==> src/rtl/weights_fetch_ctrl_pkg.sv <==
// ----------------------------------------------------------------------------
// weights_fetch_ctrl_pkg
//   Shared definitions for the weights fetch sequencer:
//   - fetch_state_e : 2-bit FSM encoding (IDLE / FETCH / DRAIN / DONE)
//   - word width helpers: one memory word packs three signed RGB weights
// ----------------------------------------------------------------------------
package weights_fetch_ctrl_pkg;

    typedef enum logic [1:0] {
        ST_IDLE  = 2'd0,
        ST_FETCH = 2'd1,
        ST_DRAIN = 2'd2,
        ST_DONE  = 2'd3
    } fetch_state_e;

    localparam int WEIGHTS_PER_WORD   = 3;
    localparam int DEFAULT_DATA_WIDTH = 5;
    localparam int DEFAULT_WORD_WIDTH = WEIGHTS_PER_WORD * DEFAULT_DATA_WIDTH;

    // Width of one packed memory word for a given per-weight width.
    function automatic int word_width(input int data_width);
        return WEIGHTS_PER_WORD * data_width;
    endfunction

endpackage

==> src/rtl/weights_skid_fifo.sv <==
// ----------------------------------------------------------------------------
// weights_skid_fifo
//   Two-entry FIFO between the memory read return and the MAC interface.
//   The head entry is a dedicated register so the consumer-facing data and
//   valid come straight from flops; the second entry only fills when the
//   head is occupied and not leaving in the same cycle.
// Ports
//   clock, reset   : clock, asynchronous active-high reset
//   flush          : empty the FIFO next edge (wins over push)
//   push/push_data : write one entry (caller guarantees room)
//   pop            : consumer takes head this cycle (ignored when empty)
//   head_data      : current head entry
//   head_valid     : head entry is valid
//   count          : number of stored entries (0..2)
// ----------------------------------------------------------------------------
module weights_skid_fifo
    import weights_fetch_ctrl_pkg::*;
#(
    parameter int WIDTH = DEFAULT_WORD_WIDTH + 1
) (
    input  logic             clock,
    input  logic             reset,
    input  logic             flush,
    input  logic             push,
    input  logic [WIDTH-1:0] push_data,
    input  logic             pop,
    output logic [WIDTH-1:0] head_data,
    output logic             head_valid,
    output logic [1:0]       count
);

    logic [WIDTH-1:0] head_q, head_d;
    logic [WIDTH-1:0] tail_q, tail_d;
    logic [1:0]       count_q, count_d;
    logic             valid_q, valid_d;
    logic             pop_ok;

    always_comb begin
        head_d  = head_q;
        tail_d  = tail_q;
        count_d = count_q;
        pop_ok  = pop & valid_q;

        if (flush) begin
            count_d = 2'd0;
        end else begin
            case (count_q)
                2'd0: begin
                    if (push) begin
                        head_d  = push_data;
                        count_d = 2'd1;
                    end
                end
                2'd1: begin
                    if (push && pop_ok) begin
                        head_d = push_data;
                    end else if (push) begin
                        tail_d  = push_data;
                        count_d = 2'd2;
                    end else if (pop_ok) begin
                        count_d = 2'd0;
                    end
                end
                2'd2: begin
                    // Full: the issue gate never allows a push here without a pop.
                    if (pop_ok) begin
                        head_d = tail_q;
                        if (push) begin
                            tail_d = push_data;
                        end else begin
                            count_d = 2'd1;
                        end
                    end
                end
                default: begin
                    count_d = 2'd0;
                end
            endcase
        end

        valid_d = (count_d != 2'd0);
    end

    always_ff @(posedge clock or posedge reset) begin
        if (reset) begin
            head_q  <= '0;
            tail_q  <= '0;
            count_q <= 2'd0;
            valid_q <= 1'b0;
        end else begin
            head_q  <= head_d;
            tail_q  <= tail_d;
            count_q <= count_d;
            valid_q <= valid_d;
        end
    end

    assign head_data  = head_q;
    assign head_valid = valid_q;
    assign count      = count_q;

endmodule

==> src/rtl/weights_fetch_ctrl.sv <==
// ----------------------------------------------------------------------------
// weights_fetch_ctrl
//   Sequencer between the weights memory and the MAC datapath. A pass reads
//   NUM_WORDS consecutive words starting at BASE_ADDR, tracks the one-cycle
//   read latency and hands each word to the MAC through a 2-entry FIFO with a
//   valid/ready interface. Reads are throttled so that stored plus in-flight
//   words never exceed the FIFO depth, so backpressure never loses a word.
// Ports
//   clock, reset : clock, asynchronous active-high reset
//   start        : begin a pass (only looked at in IDLE)
//   abort        : cancel the pass, flush everything, back to IDLE
//   mem_addr     : read address; holds the last issued address when idle
//   mem_en_read  : read enable, data returns the following cycle
//   mem_data     : read data from memory
//   w_data/w_valid/w_ready/w_last : word stream to the MAC
//   busy         : pass in progress (FETCH or DRAIN)
//   done         : one-cycle pulse after the final word is accepted
// ----------------------------------------------------------------------------
module weights_fetch_ctrl
    import weights_fetch_ctrl_pkg::*;
#(
    parameter int DATA_WIDTH = 5,
    parameter int ADDR_DEPTH = 12,
    parameter int NUM_WORDS  = 4096,
    parameter int BASE_ADDR  = 0
) (
    input  logic                    clock,
    input  logic                    reset,
    input  logic                    start,
    input  logic                    abort,
    output logic [ADDR_DEPTH-1:0]   mem_addr,
    output logic                    mem_en_read,
    input  logic [3*DATA_WIDTH-1:0] mem_data,
    output logic [3*DATA_WIDTH-1:0] w_data,
    output logic                    w_valid,
    input  logic                    w_ready,
    output logic                    w_last,
    output logic                    busy,
    output logic                    done
);

    localparam int WORD_W = word_width(DATA_WIDTH);
    // One extra bit so the index can reach NUM_WORDS itself without wrapping.
    localparam int CNT_W  = ADDR_DEPTH + 1;

    localparam logic [CNT_W-1:0]      NUM_WORDS_C = CNT_W'(NUM_WORDS);
    localparam logic [CNT_W-1:0]      LAST_IDX_C  = CNT_W'(NUM_WORDS - 1);
    localparam logic [ADDR_DEPTH-1:0] BASE_C      = ADDR_DEPTH'(BASE_ADDR);

    fetch_state_e          state_q, state_d;
    logic [CNT_W-1:0]      addr_cnt_q, addr_cnt_d;
    logic [ADDR_DEPTH-1:0] last_addr_q, last_addr_d;
    logic                  inflight_q, inflight_d;
    logic                  inflight_last_q, inflight_last_d;
    logic                  busy_q, busy_d;
    logic                  done_q, done_d;

    logic                  issue;
    logic                  fifo_flush;
    logic                  fifo_push;
    logic                  pop;
    logic [2:0]            occupancy;
    logic [ADDR_DEPTH-1:0] issue_addr;
    logic [WORD_W:0]       fifo_head;
    logic                  fifo_valid;
    logic [1:0]            fifo_count;

    assign pop        = fifo_valid & w_ready;
    assign occupancy  = {1'b0, fifo_count} + {2'b00, inflight_q};
    assign issue_addr = BASE_C + addr_cnt_q[ADDR_DEPTH-1:0];

    always_comb begin
        state_d         = state_q;
        addr_cnt_d      = addr_cnt_q;
        last_addr_d     = last_addr_q;
        inflight_last_d = inflight_last_q;
        issue           = 1'b0;
        fifo_flush      = 1'b0;

        if (abort) begin
            // Abort beats start and any pending issue; whatever is in flight
            // is dropped because inflight_d follows issue, which stays low.
            state_d    = ST_IDLE;
            fifo_flush = 1'b1;
        end else begin
            case (state_q)
                ST_IDLE: begin
                    if (start) begin
                        state_d    = ST_FETCH;
                        addr_cnt_d = '0;
                    end
                end
                ST_FETCH: begin
                    // A pop this cycle frees a slot, which is what allows one
                    // read per cycle while the MAC keeps up.
                    if ((addr_cnt_q < NUM_WORDS_C) &&
                        (occupancy < (3'd2 + {2'b00, pop}))) begin
                        issue           = 1'b1;
                        addr_cnt_d      = addr_cnt_q + CNT_W'(1);
                        last_addr_d     = issue_addr;
                        inflight_last_d = (addr_cnt_q == LAST_IDX_C);
                        if (addr_cnt_q == LAST_IDX_C) begin
                            state_d = ST_DRAIN;
                        end
                    end
                end
                ST_DRAIN: begin
                    if (pop && fifo_head[WORD_W]) begin
                        state_d = ST_DONE;
                    end
                end
                ST_DONE: begin
                    state_d = ST_IDLE;
                end
                default: begin
                    state_d = ST_IDLE;
                end
            endcase
        end

        inflight_d = issue;
        busy_d     = (state_d == ST_FETCH) || (state_d == ST_DRAIN);
        done_d     = (state_d == ST_DONE);
    end

    // Memory data is only captured in the cycle after a read was issued.
    assign fifo_push = inflight_q & ~fifo_flush;

    always_ff @(posedge clock or posedge reset) begin
        if (reset) begin
            state_q         <= ST_IDLE;
            addr_cnt_q      <= '0;
            last_addr_q     <= '0;
            inflight_q      <= 1'b0;
            inflight_last_q <= 1'b0;
            busy_q          <= 1'b0;
            done_q          <= 1'b0;
        end else begin
            state_q         <= state_d;
            addr_cnt_q      <= addr_cnt_d;
            last_addr_q     <= last_addr_d;
            inflight_q      <= inflight_d;
            inflight_last_q <= inflight_last_d;
            busy_q          <= busy_d;
            done_q          <= done_d;
        end
    end

    weights_skid_fifo #(
        .WIDTH (WORD_W + 1)
    ) u_fifo (
        .clock      (clock),
        .reset      (reset),
        .flush      (fifo_flush),
        .push       (fifo_push),
        .push_data  ({inflight_last_q, mem_data}),
        .pop        (pop),
        .head_data  (fifo_head),
        .head_valid (fifo_valid),
        .count      (fifo_count)
    );

    // The read enable must see this cycle's pop to sustain full throughput,
    // so it is the live issue decision; the address shows the word being
    // read, or the last one read when no read is issued.
    assign mem_en_read = issue;
    assign mem_addr    = issue ? issue_addr : last_addr_q;

    assign w_data  = fifo_head[WORD_W-1:0];
    assign w_last  = fifo_head[WORD_W];
    assign w_valid = fifo_valid;
    assign busy    = busy_q;
    assign done    = done_q;

endmodule
==> config.mk <==
export PLATFORM = sky130hd
export DESIGN_NAME = weights_fetch_ctrl
export DESIGN_NICKNAME = d
export VERILOG_FILES = /design/src/rtl/weights_fetch_ctrl_pkg.sv /design/src/rtl/weights_skid_fifo.sv /design/src/rtl/weights_fetch_ctrl.sv
export SDC_FILE = /design/constraint.sdc
export NUM_CORES = 1
export LEC_CHECK = 0
export BUFFER_PORTS_ARGS = -buffer_cell sky130_fd_sc_hd__buf_2
export CORE_ASPECT_RATIO = 1.2
export CORE_UTILIZATION = 55
export DETAILED_ROUTE_END_ITERATION = 12
export PLACE_DENSITY = 0.78
export SYNTH_ARGS = -nofsm -noshare
export SYNTH_HDL_FRONTEND = slang
export SYNTH_SLANG_ARGS = --single-unit
==> constraint.sdc <==
create_clock -name clock -period 3.4 [get_ports clock]
set_input_delay 0.34 -clock clock [delete_from_list [all_inputs] [get_ports clock]]
set_output_delay 0.34 -clock clock [all_outputs]
set_load 0.05 [all_outputs]
**Yosys cells after proc, flatten, opt, wreduce, memory -nomap -nowiden**

Cells that the tools add are included.

- Register bits after elaboration: 66
- Latch bits: 0
- RAM bits: 0
- ROM bits: 0
- Word-level logic and storage cells: 80
- Memories kept: 0

- Add/subtract/negate cells: 3
- Multiply operators: 0
- Div/mod/pow operators: 0
- $lt $le $gt $ge: 2
- Eq/ne operators: 15
- Shifts and indexed selects: 0
- Mux-type cells: 30
- Bitwise logic cells: 5
- Reduce and logical (&&, ||, !) cells: 14

Operators with widths:

| cell | count |
|---|---|
| $mux W16 | 6 |
| $pmux W16 S3 | 1 |
| $pmux W16 S2 | 1 |
| $mux W13 | 2 |
| $pmux W13 S2 | 1 |
| $mux W2 | 12 |
| $add A13 B1 Y13 const B | 1 |
| $eq A13 B12 Y1 const B | 1 |
| $lt A13 B13 Y1 const B | 1 |
| $mux W12 | 1 |
| $eq A2 B2 Y1 const B | 5 |
| $pmux W2 S4 | 1 |
| $reduce_and A4 Y1 | 2 |
| $eq A2 B1 Y1 const B | 3 |
| $ne A2 B1 Y1 const B | 3 |
| $ne A2 B2 Y1 const B | 3 |
| $pmux W2 S3 | 1 |
| $reduce_bool A2 Y1 | 3 |
| $reduce_and A5 Y1 | 1 |
| $logic_not A2 Y1 | 2 |
| $mux W1 | 4 |
| $add A2 B1 Y3 | 1 |
| $add A2 B1 Y3 const A | 1 |
| $and A1 B1 Y1 | 3 |
| 6 further kinds | 9 |

**Depth between registers and ports, before layout**

- Depth after elaboration: 9
- Mapped depth: 7

**Hierarchy**

A second synthesis with hierarchy kept.

- Cell total of the unflattened synthesis: 253
- Area, all modules: 3335.7 um^2

By module, submodules not included:

| module | times used | cells an instance | area an instance (um^2) |
|---|---|---|---|
| weights_skid_fifo | 1 | 108 | 1689.1 |
| weights_fetch_ctrl | 1 | 145 | 1646.6 |

**Least setup slack after synthesis**

No wires, ideal clock.

- Kind: register to output
- From: register inflight_q
- To: output mem_addr[10]
- Arrival: 2295 ps
- Slack: 765 ps
- Stages on the path, launching flop included: 7
- Cell sequence: dfrtp_1 -> ha_1 -> ha_1 -> or3b_1 -> a211oi_4 -> buf_6 -> mux2_2

- Cells in the longest elaborated chain, start to end: 7

Ends and longest elaborated chain:

| item | line | RTL |
|---|---|---|
| start, declared | weights_fetch_ctrl.sv:53 | `logic inflight_q, inflight_d;` |
| start signal, assigned | weights_fetch_ctrl.sv:142 | `inflight_q <= inflight_d;` |
| $add A2 B1 Y3 | weights_fetch_ctrl.sv:69 | `assign occupancy = {1'b0, fifo_count} + {2'b00, inflight_q};` |
| $lt A3 B3 Y1 | weights_fetch_ctrl.sv:97 | `(occupancy < (3'd2 + {2'b00, pop}))) begin` |
| $logic_and A1 B1 Y1 | weights_fetch_ctrl.sv:96 | `if ((addr_cnt_q < NUM_WORDS_C) &&` |
| $mux W1 | weights_fetch_ctrl.sv:96 |  |
| $mux W1 | weights_fetch_ctrl.sv:86 | `case (state_q)` |
| $mux W1 | weights_fetch_ctrl.sv:80 | `if (abort) begin` |
| $mux W12 | weights_fetch_ctrl.sv:167 | `assign mem_addr = issue ? issue_addr : last_addr_q;` |
| end, declared | weights_fetch_ctrl.sv:31 | `output logic [ADDR_DEPTH-1:0] mem_addr,` |

No other way between the ends.

**Final worst setup path**

- From: register inflight_q
- To: output mem_addr[11]

The elaborated chain is that of the path after synthesis.

==> flow_metrics.tcl <==
set metrics [dict create \
    first_iter_violations 91 \
    antenna_found_initial 0 \
    gp_congestion 0.8083 \
    wl_per_cell_um 14.45 \
    worstSetupPathType "reg2out" \
    ios 52 \
    cts.htree.levels 3 \
    start_util 0.5691 \
    critPathMostFrequentCell "ha_1" \
    cp_max_fo 28 \
    relSlewSlack 0.4414 \
    finalSetupTns_ns 0 \
    globalRouteTotalUtil 0.2005 \
    reg2reg_from "inflight_q" \
    cts_resized 0 \
    placed_cell_area_mm2 0.003543 \
    worstSetupEndpoint "mem_addr[11]" \
    peakVddDrop_v 0.0003931 \
    grt_overflow 0 \
    r2r_cells 6 \
    drv_slew 0 \
    avgSynthCellArea_um2 12.75 \
    tightest_slew_ns 0.8354 \
    layout-drive-gt1-share 0.4760 \
    cts.hold.buffers_added 0 \
    grt_pass1_vias 2166 \
    diodes 0 \
    synth_commonest_cells "73 x mux2_2, 66 x dfrtp_1, 10 x nor2_1" \
    maxCapViolCount 0 \
    rsz0062_at_grt "false" \
    yosysTopAreaCell "dfrtp_1" \
    dieHeight_um 85.89 \
    arrival_ns 2.80 \
    min_period_ns 3.136 \
    cpPeakStageDelay_ns 0.45 \
    final_hold_viol_count 0 \
    netlist.area_leader.share 0.5120 \
    required_ns 3.06 \
    cts_sinks 66 \
    clk_latency_ns 0.34 \
    yosys_most_used_dff "dfrtp_1" \
    crit_chain "ha_1 > ha_1 > or3b_1 > a211oi_4 > buf_4 > mux2_2 > buf_2" \
    drt_first_pass_iters 4 \
    nNetsFinal 332 \
    fin_hold_ws_ns 0.1483 \
    finClkSkew_ns 0.003546 \
    avgViaCountPerCell 5.555 \
    cp-start-kind "flop" \
    num_vias 2183 \
    ys_ff_latch 66 \
    syn_nets 277 \
    post_cts_buffers 0 \
    final_area_mm2 0.003741 \
    p_leak_nw 1.823 \
    rows 30 \
    final-setup-viol-count 0 \
    fin_total_pwr_mw 2.199 \
    clk_pin_slew_ns 0.07 \
    clockRootBuffer "clkbuf_8" \
    timing.rr.end "last_addr_q[5]" \
    cp_slowest_cell "dfrtp_1" \
    grt_pass1_wl_um 9480 \
    synth_most_common_cell "mux2_2" \
    numPortBuffers 51 \
    synthCells 253 \
    remaining_drc_errors 0 \
    cts_tree "done" \
    die-area_mm2 0.006176 \
    synthTopCellsByArea "dfrtp_1 51%, mux2_2 25%, ha_1 1.6%, mux2i_1 1.2%, nor2_1 1.2%" \
    hold_class "in2async" \
    timing.fmax_ghz 0.3189 \
    wirelength_um 5680 \
    ys_types 46 \
    cts_made_buffers 9 \
    syn2layout_area_growth_pct 15.98 \
    grt_max_degree 41 \
    core_area_mm2 0.005668 \
    fin_crit_sh 0.9224 \
    ys_seq_area_frac 0.5120 \
    postRouteAntennaNets 0 \
    endpoint_kind "output port" \
    synth_edf_count 0 \
    hpwlAfterDp_um 3987 \
    cts_max_path_buffers 2 \
    rrSetupSlack_ns 1.04 \
    status "finished, final reports clean" \
    synthArstFlopShare 1.000 \
    die_w_um 71.91 \
    yosysWarnings 0 \
    power_density_mw_per_mm2 587.8 \
    synth_area_mm2 0.003226 \
    crit_start "inflight_q" \
]
## cells in the final DEF (no fill, tap or decap), types with 5 or more instances in the layout
| cell type | netlist | layout |
|---|---|---|
| a21oi_1 | 7 | 7 |
| buf_2 | 3 | 51 |
| clkbuf_8 | 0 | 11 |
| dfrtp_1 | 66 | 66 |
| mux2_2 | 73 | 73 |
| nand2_1 | 8 | 8 |
| nand3_1 | 5 | 5 |
| nand4_1 | 5 | 5 |
| nor2_1 | 10 | 10 |
| o21ai_0 | 5 | 5 |
## state kept, by name, summed over array words and instances, names as in the netlist
| signal | count |
|---|---|
| addr_cnt_q | 13 |
| busy | 1 |
| done | 1 |
| inflight_last_q | 1 |
| inflight_q | 1 |
| last_addr_q | 12 |
| state_q | 2 |
| u_fifo.count | 2 |
| u_fifo.head_data | 16 |
| u_fifo.head_valid | 1 |
| u_fifo.tail_q | 16 |
## layout make-up
type	instances	area (um2)
flip-flops and latches	66	1652
multi-input cells	171	1488
well taps	80	100.1
clock buffers	14	162.7
fillers	434	1927
repair buffers	55	285.3
inverters	5	18.77
clock inverters	2	35.03
## where the power goes
group	switching, mW	internal, mW	total (mW)
Clock	0.280	0.379	0.659
Combinational	0.380	0.187	0.567
Sequential	0.0675	0.906	0.973
## cells by family after synthesis
kind of cell | Yosys count | synth area share
buffers and inverters | 16 | 0.02676
AOI/OAI and AO/OA | 33 | 0.07603
DFF | 66 | 0.5120
muxes | 77 | 0.2673
and+or+nand+nor | 57 | 0.1024
adders and majority gates | 4 | 0.01552
## how the worst min path moves through the flow
stage | from | endpoint | slack (ns)
6_report | reset | last_addr_q[1] | 0.15
5_1_grt | reset | last_addr_q[0] | 0.22
4_1_cts | reset | u_fifo.tail_q[2] | 0.17
3_5_place_dp | u_fifo.head_data[3] | u_fifo.head_data[3] | 0.49
3_3_place_gp | last_addr_q[8] | last_addr_q[8] | 0.48
2_1_floorplan | u_fifo.tail_q[0] | u_fifo.tail_q[0] | 0.48
## critical path, delay by kind of cell (launching register included)
family / cells / cell delay [ns]
muxes: 1 / 0.38
adders and majority gates: 2 / 0.43
and+or+nand+nor: 1 / 0.42
buffers and inverters: 2 / 0.57
AOI/OAI and AO/OA: 1 / 0.22
DFF: 1 / 0.45
## metrics by stage
stage | instances | setup slack [ns] | utilization
2_1_floorplan | 253 | 0.7650 | -
3_3_place_gp | 377 | 0.6803 | 0.6252
3_5_place_dp | 377 | 0.6058 | 0.6252
4_1_cts | 393 | 0.2325 | 0.6600
5_1_grt | 393 | 0.1382 | 0.6600
6_report | 393 | 0.2638 | 0.6600
## routing by layer
layer	global-route usage	up-vias	wire length (um)
met2	0.3491	49	2906
met4	0.08556	0	82
met3	0.05993	9	276
met5	0	-	0
li1	-	1050	-
met1	0.2275	1075	2413
(Power assumes the default switching activity.)
